==> src/rtl/matmul_operand_loader_if.sv <==
// matmul_operand_loader_if: operand beat stream in, assembled tile set out toward the MMA
interface matmul_operand_loader_if #(
  parameter int M = 2,
  parameter int N = 2,
  parameter int K = 2,
  parameter int P = 8
);
  logic [4*P-1:0]        in_data_i;
  logic                  in_valid_i;
  logic                  in_last_i;
  logic                  in_zero_c_i;
  logic                  in_ready_o;
  logic signed [P-1:0]   A_o [M][K];
  logic signed [P-1:0]   B_o [K][N];
  logic signed [4*P-1:0] C_o [M][N];
  logic                  valid_o;
  logic                  ready_i;
  logic                  err_o;
  modport master (
    output in_data_i, in_valid_i, in_last_i, in_zero_c_i, ready_i,
    input  in_ready_o, A_o, B_o, C_o, valid_o, err_o
  );
  modport slave (
    input  in_data_i, in_valid_i, in_last_i, in_zero_c_i, ready_i,
    output in_ready_o, A_o, B_o, C_o, valid_o, err_o
  );
endinterface

==> src/rtl/matmul_operand_loader.sv <==
// matmul_operand_loader: assembles A, B, C tiles from a beat stream and issues them as one MMA transaction
module matmul_operand_loader #(
  parameter int M = 2,
  parameter int N = 2,
  parameter int K = 2,
  parameter int P = 8
) (
  input logic clk_i,
  input logic rst_ni,
  matmul_operand_loader_if.slave bus
);
  localparam int D = M > N ? (M > K ? M : K) : (N > K ? N : K);
  localparam int W = D > 1 ? $clog2(D) : 1;
  typedef enum logic [1:0] {LOAD_A, LOAD_B, LOAD_C, ISSUE} state_t;
  state_t state, state_n;
  logic [W-1:0] row, col, row_last, col_last;
  logic zero_c, err, accept, phase_end, exp_last;
  logic signed [P-1:0]   a_q [M][K];
  logic signed [P-1:0]   b_q [K][N];
  logic signed [4*P-1:0] c_q [M][N];
  assign bus.in_ready_o = state != ISSUE;
  assign bus.valid_o    = state == ISSUE;
  assign bus.err_o      = err;
  assign bus.A_o        = a_q;
  assign bus.B_o        = b_q;
  assign bus.C_o        = c_q;
  always_comb begin
    row_last  = state == LOAD_B ? W'(K - 1) : W'(M - 1);
    col_last  = state == LOAD_A ? W'(K - 1) : W'(N - 1);
    accept    = bus.in_valid_i && state != ISSUE;
    phase_end = row == row_last && col == col_last;
    exp_last  = phase_end && (state == LOAD_C || (state == LOAD_B && zero_c));
    state_n   = state;
    if (state == ISSUE)
      state_n = bus.ready_i ? LOAD_A : ISSUE;
    else if (accept && phase_end)
      state_n = state == LOAD_A ? LOAD_B : (state == LOAD_B && !zero_c) ? LOAD_C : ISSUE;
  end
  always_ff @(posedge clk_i or negedge rst_ni) begin
    if (!rst_ni) begin
      state  <= LOAD_A;
      row    <= '0;
      col    <= '0;
      zero_c <= 1'b0;
      err    <= 1'b0;
      for (int r = 0; r < M; r++) for (int c = 0; c < K; c++) a_q[r][c] <= '0;
      for (int r = 0; r < K; r++) for (int c = 0; c < N; c++) b_q[r][c] <= '0;
      for (int r = 0; r < M; r++) for (int c = 0; c < N; c++) c_q[r][c] <= '0;
    end else begin
      state <= state_n;
      if (accept) begin
        col <= col == col_last ? '0 : col + 1'b1;
        row <= col == col_last ? (row == row_last ? '0 : row + 1'b1) : row;
        if (bus.in_last_i != exp_last) err <= 1'b1;
        if (state == LOAD_A) begin
          a_q[row][col] <= bus.in_data_i[P-1:0];
          if (row == '0 && col == '0) zero_c <= bus.in_zero_c_i;
        end
        if (state == LOAD_B) b_q[row][col] <= bus.in_data_i[P-1:0];
        if (state == LOAD_C) c_q[row][col] <= bus.in_data_i;
        // skipped C phase: the tile set goes out with an all-zero accumulator
        if (state == LOAD_B && phase_end && zero_c)
          for (int r = 0; r < M; r++) for (int c = 0; c < N; c++) c_q[r][c] <= '0;
      end
    end
  end
endmodule

==> src/flat_wrapper.sv <==
// flat-port wrapper written by rule: the top's interface ports become plain ports
module matmul_operand_loader_flat 
#(
  parameter int M = 2,
  parameter int N = 2,
  parameter int K = 2,
  parameter int P = 8
)
  (clk_i, rst_ni, bus_in_data_i, bus_in_valid_i, bus_in_last_i, bus_in_zero_c_i, bus_ready_i, bus_in_ready_o, bus_A_o, bus_B_o, bus_C_o, bus_valid_o, bus_err_o);
  matmul_operand_loader_if #(.M(M), .N(N), .K(K), .P(P)) bus_i ();
  input logic clk_i;
  input logic rst_ni;
  input wire logic [$bits(bus_i.in_data_i)-1:0] bus_in_data_i;
  input wire logic [$bits(bus_i.in_valid_i)-1:0] bus_in_valid_i;
  input wire logic [$bits(bus_i.in_last_i)-1:0] bus_in_last_i;
  input wire logic [$bits(bus_i.in_zero_c_i)-1:0] bus_in_zero_c_i;
  input wire logic [$bits(bus_i.ready_i)-1:0] bus_ready_i;
  output wire logic [$bits(bus_i.in_ready_o)-1:0] bus_in_ready_o;
  output wire logic [$bits(bus_i.A_o)-1:0] bus_A_o;
  output wire logic [$bits(bus_i.B_o)-1:0] bus_B_o;
  output wire logic [$bits(bus_i.C_o)-1:0] bus_C_o;
  output wire logic [$bits(bus_i.valid_o)-1:0] bus_valid_o;
  output wire logic [$bits(bus_i.err_o)-1:0] bus_err_o;
  assign bus_i.in_data_i = bus_in_data_i;
  assign bus_i.in_valid_i = bus_in_valid_i;
  assign bus_i.in_last_i = bus_in_last_i;
  assign bus_i.in_zero_c_i = bus_in_zero_c_i;
  assign bus_i.ready_i = bus_ready_i;
  assign bus_in_ready_o = bus_i.in_ready_o;
  assign bus_A_o = {>>{bus_i.A_o}};
  assign bus_B_o = {>>{bus_i.B_o}};
  assign bus_C_o = {>>{bus_i.C_o}};
  assign bus_valid_o = bus_i.valid_o;
  assign bus_err_o = bus_i.err_o;
  matmul_operand_loader #(.M(M), .N(N), .K(K), .P(P)) u_core (.clk_i(clk_i), .rst_ni(rst_ni), .bus(bus_i));
endmodule
==> config.mk <==
export PLATFORM = sky130hd
export DESIGN_NAME = matmul_operand_loader_flat
export DESIGN_NICKNAME = d
export VERILOG_FILES = /design/src/rtl/matmul_operand_loader_if.sv /design/src/rtl/matmul_operand_loader.sv /design/src/flat_wrapper.sv
export SDC_FILE = /design/constraint.sdc
export NUM_CORES = 1
export LEC_CHECK = 0
export CAP_MARGIN = 20
export CELL_PAD_IN_SITES_DETAIL_PLACEMENT = 1
export CELL_PAD_IN_SITES_GLOBAL_PLACEMENT = 2
export CORE_ASPECT_RATIO = 0.8
export CORE_MARGIN = 5
export CORE_UTILIZATION = 33
export DETAILED_ROUTE_END_ITERATION = 16
export HOLD_SLACK_MARGIN = 0.03
export PLACE_DENSITY_LB_ADDON = 0.1
export SLEW_MARGIN = 20
export SYNTH_ARGS = -nofsm -noshare
export SYNTH_HDL_FRONTEND = slang
export SYNTH_SLANG_ARGS = --single-unit
==> constraint.sdc <==
create_clock -name clk_i -period 2.8 [get_ports clk_i]
set_input_delay 0.42 -clock clk_i [delete_from_list [all_inputs] [get_ports clk_i]]
set_output_delay 0.42 -clock clk_i [all_outputs]
set_load 0.005 [all_outputs]
==> flow_summary.toml <==
[sta]
clock_skew_ns = 0.0188
worst_pin_slew_ns = 1.04
max_slew_margin = 0.307
post-route-min-period_ns = 2.32
rsz0062_at_grt = "no"
fin_ws_ns = 0.485
finalCritPeriodShare = 0.827
finalHoldViolCount = 0
fmax_mhz = 432
slew_viol_final = 0
setup_tns_ns = 0
final-setup-viol-count = 0

[die]
start_util = 0.333
core-area_sq_um = 24200
std_cell_rows = 51
fp.dieW_um = 185
fp.dieArea_sq_um = 27700
die_h_um = 150
io_pins = 233

[global_route]
grt_pass1_wl_mm = 40.9
antenna_found_initial = 1
grt_use_total = 0.193
grt_pass1_vias = 6614
gr-total-overflow = 0
grt_max_degree = 80

[final_layout]
antenna_cells = 0
nets = 897
syn_to_final_growth_pct = 39.2
drive_gt1_frac = 0.131
fill_cells = 2541
finalInstanceArea_sq_um = 11200

[yosys]
ys_async_sr_fraction = 1.00
ys_seq_elements = 198
syn_area_per_cell_sq_um = 12.5
synth-seq-area-share = 0.613
synth_area_sq_um = 8080
yosysTopAreaCell = "dfrtp_1"
synth_warnings = 0
synth_cells = 648
syn-num-nets = 686
synthTopCellsByCount = "dfrtp_1, nand2_1, inv_1, a22o_1, mux2_2"
ys.flop_type = "dfrtp_1"
synth.top_cell.area_share = 0.613
synth_edf_count = 0
yosysMostFrequentCell = "dfrtp_1"
yosys-top-cells-area = "dfrtp_1, mux2_2, a22o_1"
synth.distinct_cells = 35

[drt]
dr.pass1.iters = 4
vias_per_cell = 5.06
drt-wirelength-per-cell_um = 22.4
dr.first_iter.drc_count = 331
final_antenna_net_count = 0
vias = 6016
drc = 0
finalWirelength_mm = 26.7

[clock_tree]
cts_resized = 0
cts_max_path_buffers = 2
cts_setup_buffers = 0
clk_pin_slew_worst_paths_ns = 0.07
htree_levels = 4
clock_latency_ns = 0.44
clock-sinks = 198
root_buffer = "clkbuf_16"
cts_tree = "yes"
cts_buffers = 17
postCtsHoldBufs = 0

[power]
leakagePower_nw = 5.18
comb_power_share = 0.413
power.share.clock = 0.184
power_frac_seq = 0.403
ir_worst_vdd_uv = 473
power-per-cell-area_nw_per_um2 = 1130
swShare = 0.325
power.internal_mw = 8.60
switching_power_mw = 4.14

[setup_path]
cp_cell_sequence = "nand2_1 -> inv_1 -> clkdlybuf4s50_1"
crit_path_max_fanout = 15
worstPathRequired_ns = 2.38
crit_arrival_ns = 1.90
cpMaxStageDelayCell = "dfrtp_1"
crit_type = "flop to output pin"
critPathMaxStageDelay_ns = 0.67
crit_path_end_kind = "output pin"
start_kind = "flop"

[placed_design]
finalWeightedCongestion = 0.811
dpl.hpwl_mm = 18.2
dpl_worst_slack_ns = 0.577
place_area_sq_um = 10700
port_buffers = 232

[min_path]
hp-class = "primary input to asynchronous set/reset pin"

[flow_run]
max_cap_violations = 0

[status]
outcome = "finished, final reports clean"
==> worst paths after layout <==
| kind | slack (ns) | endpoint | start | cells past startpoint |
|---|---|---|---|---|
| max reg2reg | 0.56 | u_core.bus.C_o[58]$_DFFE_PN0P_ | u_core.state[0]$_DFFE_PN0P_ | 3 |
| max | 0.48 | bus_valid_o | u_core.state[0]$_DFFE_PN0P_ | 3 |
| min in group clk_i | 0.50 | u_core.bus.C_o[45]$_DFFE_PN0P_ | u_core.bus.C_o[45]$_DFFE_PN0P_ | 1 |
| min | 0.004 | u_core.bus.B_o[18]$_DFFE_PN0P_ | rst_ni | 1 |
| min reg2reg | 0.50 | u_core.bus.C_o[45]$_DFFE_PN0P_ | u_core.bus.C_o[45]$_DFFE_PN0P_ | 1 |
| max in group asynchronous | 1.98 | u_core.bus.B_o[27]$_DFFE_PN0P_ | rst_ni | 2 |
==> state kept, by name (all words and copies together) (netlist names) <==
name,count
u_core.col,1
u_core.bus.err_o,1
u_core.state,2
u_core.bus.A_o,32
u_core.bus.C_o,128
u_core.bus.B_o,32
u_core.zero_c,1
u_core.row,1
==> metrics by stage <==
step	power [mW]	instances	hold WS [ns]	util
floorplan	6.97	648	0.124	-
global placement	10.3	1158	0.484	0.441
detailed placement	10.5	1158	0.485	0.441
CTS	12.9	1189	0.0458	0.464
global route	13.5	1189	0.0653	0.464
finish	12.7	1189	0.00373	0.464
==> critical path: cells and delay by family (launching register included) <==
family	cells	cell delay [ns]
buffers and inverters	2	0.63
flip-flops	1	0.67
AND/OR/NAND/NOR	1	0.16
==> metal layers <==
| layer | global-route usage | vias up | wire length, um |
|---|---|---|---|
| li1 | - | 2684 | - |
| met1 | 0.267 | 3162 | 12200 |
| met2 | 0.307 | 146 | 12600 |
| met3 | 0.0505 | 22 | 1560 |
| met4 | 0.0418 | 2 | 307 |
| met5 | 0 | - | 13 |
==> power by group through the flow <==
stage / registers (mW) / clock network [mW] / logic (mW)
6_report: 5.13 / 2.34 / 5.26
5_1_grt: 5.31 / 2.53 / 5.69
4_1_cts: 5.15 / 2.39 / 5.39
3_5_place_dp: 5.18 / 0 / 5.35
3_3_place_gp: 5.12 / 0 / 5.22
2_1_floorplan: 5.00 / 0 / 1.97
==> cells by family (layout without fill, tap and decap cells) <==
logic type	count (synthesis)	after routing	synth area share
AOI/OAI and AO/OA	105	105	0.114
xor gates and xnor gates	2	2	0.00217
buffers and inverters	117	340	0.0640
DFF	198	198	0.613
muxes	97	97	0.130
and+or+nand+nor	129	129	0.0765
==> cells in the final DEF (no fill, tap or decap), types with 2 or more instances in the layout <==
cell type,instances
clkinv_4,2
nand3_1,34
o221ai_1,32
o211ai_1,2
nand2_1,69
nor2_4,3
nor3b_1,2
nand3b_1,2
xnor2_1,2
inv_6,2
mux2_2,58
clkinvlp_4,4
and4b_1,2
buf_12,3
dfrtp_1,198
clkbuf_16,17
inv_8,3
mux2_1,7
inv_1,65
nor2_2,3
clkdlybuf4s50_1,230
a22o_1,64
nand2b_1,6
buf_4,9
mux2i_1,32
==> area by class of cell <==
class / count / area, sq um / share of cell area
Clock buffer: 18 / 429 / 0.0382
Multi-Input combinational cell: 333 / 2650 / 0.236
Clock inverter: 13 / 120 / 0.0107
Inverter: 65 / 244 / 0.0217
Sequential cell: 198 / 4950 / 0.441
Timing Repair Buffer: 244 / 2450 / 0.218
Tap cell: 318 / 398 / 0.0354
Power figures use the tool's default switching activity.
